$ cat src/rtl/sap1_ula_if.sv
// Operand, strobe and result bundle shared between the SAP-1 control/datapath and the ALU.
interface sap1_ula_if #(
  parameter int WIDTH = 8
);
  logic [WIDTH-1:0] A;
  logic [WIDTH-1:0] B;
  logic             Eu;
  logic             Add;
  logic             Sub;
  logic             AndOp;
  logic             OrOp;
  logic             XorOp;
  logic             NotOp;
  logic [WIDTH-1:0] Out;
  logic             Cout;
  logic             Zero;

  modport master (
    output A, B, Eu, Add, Sub, AndOp, OrOp, XorOp, NotOp,
    input  Out, Cout, Zero
  );

  modport slave (
    input  A, B, Eu, Add, Sub, AndOp, OrOp, XorOp, NotOp,
    output Out, Cout, Zero
  );
endinterface

$ cat src/rtl/sap1_ula.sv
// SAP-1 arithmetic/logic unit: priority-selected operation on A and B, registered result and flags.
// Out is driven only when the registered enable is set; Cout and Zero are always visible.
module sap1_ula #(
  parameter int WIDTH = 8
) (
  input logic       clk,
  input logic       rst,
  sap1_ula_if.slave bus
);

  logic [WIDTH:0]   w_sum;
  logic [WIDTH:0]   w_diff;
  logic [WIDTH-1:0] w_result;
  logic             w_carry;

  logic [WIDTH-1:0] r_result;
  logic             r_carry;
  logic             r_zero;
  logic             r_eu;

  // Subtraction as A + ~B + 1: the carry out is high when no borrow occurred.
  always_comb begin
    w_sum  = {1'b0, bus.A} + {1'b0, bus.B};
    w_diff = {1'b0, bus.A} + {1'b0, ~bus.B} + {{WIDTH{1'b0}}, 1'b1};

    w_result = '0;
    w_carry  = 1'b0;
    if (bus.Add) begin
      w_result = w_sum[WIDTH-1:0];
      w_carry  = w_sum[WIDTH];
    end else if (bus.Sub) begin
      w_result = w_diff[WIDTH-1:0];
      w_carry  = ~w_diff[WIDTH];
    end else if (bus.AndOp) begin
      w_result = bus.A & bus.B;
    end else if (bus.OrOp) begin
      w_result = bus.A | bus.B;
    end else if (bus.XorOp) begin
      w_result = bus.A ^ bus.B;
    end else if (bus.NotOp) begin
      w_result = ~bus.A;
    end
  end

  always_ff @(posedge clk) begin
    if (rst) begin
      r_result <= '0;
      r_carry  <= 1'b0;
      r_zero   <= 1'b0;
      r_eu     <= 1'b0;
    end else begin
      r_result <= w_result;
      r_carry  <= w_carry;
      r_zero   <= (w_result == '0);
      r_eu     <= bus.Eu;
    end
  end

  assign bus.Out  = r_eu ? r_result : '0;
  assign bus.Cout = r_carry;
  assign bus.Zero = r_zero;

endmodule

$ cat src/flat_wrapper.sv
// flat-port wrapper written by rule: the top's interface ports become plain ports
module sap1_ula_flat 
#(
  parameter int WIDTH = 8
)
  (clk, rst, bus_A, bus_B, bus_Eu, bus_Add, bus_Sub, bus_AndOp, bus_OrOp, bus_XorOp, bus_NotOp, bus_Out, bus_Cout, bus_Zero);
  sap1_ula_if #(.WIDTH(WIDTH)) bus_i ();
  input logic clk;
  input logic rst;
  input wire logic [$bits(bus_i.A)-1:0] bus_A;
  input wire logic [$bits(bus_i.B)-1:0] bus_B;
  input wire logic [$bits(bus_i.Eu)-1:0] bus_Eu;
  input wire logic [$bits(bus_i.Add)-1:0] bus_Add;
  input wire logic [$bits(bus_i.Sub)-1:0] bus_Sub;
  input wire logic [$bits(bus_i.AndOp)-1:0] bus_AndOp;
  input wire logic [$bits(bus_i.OrOp)-1:0] bus_OrOp;
  input wire logic [$bits(bus_i.XorOp)-1:0] bus_XorOp;
  input wire logic [$bits(bus_i.NotOp)-1:0] bus_NotOp;
  output wire logic [$bits(bus_i.Out)-1:0] bus_Out;
  output wire logic [$bits(bus_i.Cout)-1:0] bus_Cout;
  output wire logic [$bits(bus_i.Zero)-1:0] bus_Zero;
  assign bus_i.A = bus_A;
  assign bus_i.B = bus_B;
  assign bus_i.Eu = bus_Eu;
  assign bus_i.Add = bus_Add;
  assign bus_i.Sub = bus_Sub;
  assign bus_i.AndOp = bus_AndOp;
  assign bus_i.OrOp = bus_OrOp;
  assign bus_i.XorOp = bus_XorOp;
  assign bus_i.NotOp = bus_NotOp;
  assign bus_Out = bus_i.Out;
  assign bus_Cout = bus_i.Cout;
  assign bus_Zero = bus_i.Zero;
  sap1_ula #(.WIDTH(WIDTH)) u_core (.clk(clk), .rst(rst), .bus(bus_i));
endmodule
$ cat config.mk
export PLATFORM = sky130hd
export DESIGN_NAME = sap1_ula_flat
export DESIGN_NICKNAME = d
export VERILOG_FILES = /design/src/rtl/sap1_ula_if.sv /design/src/rtl/sap1_ula.sv /design/src/flat_wrapper.sv
export SDC_FILE = /design/constraint.sdc
export NUM_CORES = 1
export LEC_CHECK = 0
export ABC_CLOCK_PERIOD_IN_PS = 3200
export CAP_MARGIN = 20
export CELL_PAD_IN_SITES_DETAIL_PLACEMENT = 1
export CELL_PAD_IN_SITES_GLOBAL_PLACEMENT = 1
export CORE_ASPECT_RATIO = 2
export CORE_MARGIN = 2
export CORE_UTILIZATION = 45
export CTS_CLUSTER_DIAMETER = 200
export CTS_CLUSTER_SIZE = 14
export DETAILED_ROUTE_END_ITERATION = 10
export DONT_BUFFER_PORTS = 1
export MAX_ROUTING_LAYER = met4
export PLACE_DENSITY = 0.83
export SLEW_MARGIN = 5
export SYNTH_ARGS = -nofsm -noshare
export SYNTH_HDL_FRONTEND = slang
export SYNTH_SLANG_ARGS = --single-unit
$ cat constraint.sdc
create_clock -name clk -period 3.2 [get_ports clk]
set_input_delay 0.64 -clock clk [delete_from_list [all_inputs] [get_ports clk]]
set_output_delay 0.64 -clock clk [all_outputs]
set_load 0.005 [all_outputs]
==> key figures <==
Finish
  – Final core occ: 0.468
  – Net count, final: 255
  – Area Growth Syn to Fin: 1.99%
  – Post-Layout Cell Count: 252
  – Share of cells above drive strength 1: 0.0837
  – Antenna Cells: 0
  – Post-route cell area: 1670 µm²

Clock network
  – Worst-path clk slew: 0.05 ns
  – Clock buffer depth: 2
  – Number of gates resized after CTS: 0
  – Post-CTS Setup Bufs: 0
  – Sinks on Clock Net: 11
  – CTS H-Tree Depth: 1
  – Hold-fix buffers at CTS: 0
  – Root Driver: clkbuf_8
  – TritonCTS Buffers: 3
  – TritonCTS clock tree: built

Synth
  – Number of synthesized flops with an enable pin: 0
  – Synth area leader: ha_1
  – Synthesized Nets: 260
  – Largest family of logic cells by synthesized area: compound AO/OA/AOI/OAI gates
  – Yosys top cell area share: 0.183
  – Yosys warning count: 0
  – Sequential area share after synthesis: 0.135
  – Async SR Flop Fraction: 0
  – Post-Synth Adder-Cell Area: 0.208
  – Yosys cell types: 60
  – Post-Synth Simple-Gate Area: 0.229
  – Ys flop type: dfxtp_1
  – Compound-Gate Fraction of Synth Area: 0.313
  – Netlist Area Pre-Place: 1640 µm²
  – Post-synthesis mux area share: 0.0130
  – Synthesis-stage register bit count: 11
  – Syn Inst Count: 209
  – Top cells by count, synth: 24 x ha_1, 24 x inv_1, 18 x a21oi_1
  – Mean Syn Cell Area: 7.83 µm²
  – Post-synthesis xor/xnor area fraction: 0
  – Synth area leaders: ha_1 18%, dfxtp_1 13%, a21oi_1 5.5%

Global routing
  – Global route overflow: 0
  – First-pass GRT wire length: 7.09 mm
  – Total GRT Usage: 0.242
  – Initial antenna violation count: 0
  – Vias in the first global route: 1611
  – Largest net degree at the start of global routing: 17

Place
  – Dpl cells: 248
  – # port buffers: 0
  – DP HPWL: 3.65 mm
  – Area post-placement: 1620 µm²
  – Worst slack at placement: 0.517 ns
  – Gpl congestion: 0.892

Run status
  – Status: finished clean

Route
  – Via count: 1547
  – Drt total wl: 4.43 mm
  – Via density per instance: 6.14
  – Final ANT Viol Nets: 0
  – DR DRC count: 0
  – Starting DRT DRC Count: 37
  – First drt pass iteration count: 4
  – Routed length per instance: 17.6 µm

Die
  – Die area: 4160 µm²
  – Die Y: 89.3 µm
  – Initial Util: 0.459
  – IO Count: 35
  – Std cell rows: 31
  – Core area: 3570 µm²
  – Die width: 46.6 µm

Timing
  – Final Hold Viols: 0
  – Fmax: 412 MHz
  – RSZ-0062 raised after global routing: false
  – Fin worst setup slack: 0.773 ns
  – Slew HR: 0.740
  – Final Cycle Share: 0.758
  – Final setup fails: 0
  – Slew Limit Fails: 0
  – Worst Tran Pin Value: 0.380 ns
  – Final Critical Period: 2.43 ns
  – Total negative slack: 0 ns

Setup path
  – Slowest stage delay, CP: 0.41 ns
  – Cells along the critical path: inv_1, ha_1, inv_1, fa_1, nand2b_1, a21oi_1, or3_1, a311oi_1, o21ai_1, nor4_2
  – Worst setup SP type: primary input
  – CP arrival: 2.58 ns
  – CP top delay family: simple AND/OR/NAND/NOR gates
  – CP bufs+invs: 2
  – Worst endpoint required time: 3.36 ns
  – Crit path top cell by count: inv_1
  – Worst Path Max Fanout: 3
  – CP Capture Type: flip-flop
  – Crit path max-delay cell type: fa_1
  – CP Class: primary input to flip-flop

Pwr
  – Peak VDD IR: 0.173 mV
  – Power per cell area: 292 nW/µm²
  – Leakage Power: 0.759 nW

Min path
  – HP Class: primary input to flip-flop

Run
  – Maximum capacitance violations: 0
## final cells by class
type | count | area [µm²]
fill | 470 | 1900
multi-input combinational | 163 | 1250
sequential | 11 | 220
inverter | 25 | 93.8
tap | 49 | 61.3
clock buffer | 4 | 45.0
## stage by stage
step,total power (W),hold slack (ns)
final,0.000488,0.463
after global placement,0.000347,0.713
after CTS,0.000493,0.458
after detailed placement,0.000352,0.713
after global routing,0.000523,0.455
after floorplan,0.000326,0.768
## sequential cells by signal, summed over array words and instances, names as in the netlist
signal,count
u_core.bus.Zero,1
u_core.r_result,8
u_core.r_eu,1
u_core.bus.Cout,1
## cells by family after synthesis
kind of cell | count (synthesis)
mux | 2
flops | 11
simple gates | 65
fa+ha+maj | 26
compound gates | 70
buf+inv | 35
## routing by layer
layer / wire length, µm / share of wire / vias up / global-route usage
met2: 2440 / 0.55 / 51 / 0.428
met5: 0 / 0 / - / -
met3: 201 / 0.045 / 30 / 0.0182
met1: 1520 / 0.34 / 727 / 0.225
met4: 272 / 0.061 / 0 / 0.184
li1: - / - / 739 / -
## path summary, 6_finish.rpt
kind	start	to	slack, ns	depth (start not counted)
worst min-delay path	rst	u_core.bus.Cout$_SDFF_PP0_	0.46	1
worst max-delay path	bus_A[0]	u_core.bus.Zero$_SDFF_PP0_	0.77	10
## cell usage in the layout (no fill, tap or decap), types with 2 or more instances in the layout
master	n
nand3_1	2
a221o_1	3
o21a_1	2
o21ai_0	5
nand2_1	7
nand4_1	2
nor4_1	2
a211oi_1	4
a21oi_1	18
o31ai_1	2
and2_1	10
fa_1	2
clkbuf_8	3
a22oi_1	3
inv_1	24
ha_1	24
a31oi_1	3
dfxtp_1	11
a221oi_1	3
nor2_1	14
nor3b_1	5
a21o_1	5
a211o_1	3
o2bb2ai_1	2
a22o_1	2
nand2b_1	3
nor2b_1	6
nor3_1	4
## report_power, final
group          leakage, nW  switching [W]  total, W  internal [W]
Combinational        0.645       0.000108  0.000196     0.0000887
Sequential          0.0913     0.00000355  0.000154      0.000150
Clock               0.0228      0.0000501  0.000137     0.0000872
Total                0.759       0.000161  0.000488      0.000326
(Power assumes the default switching activity.)
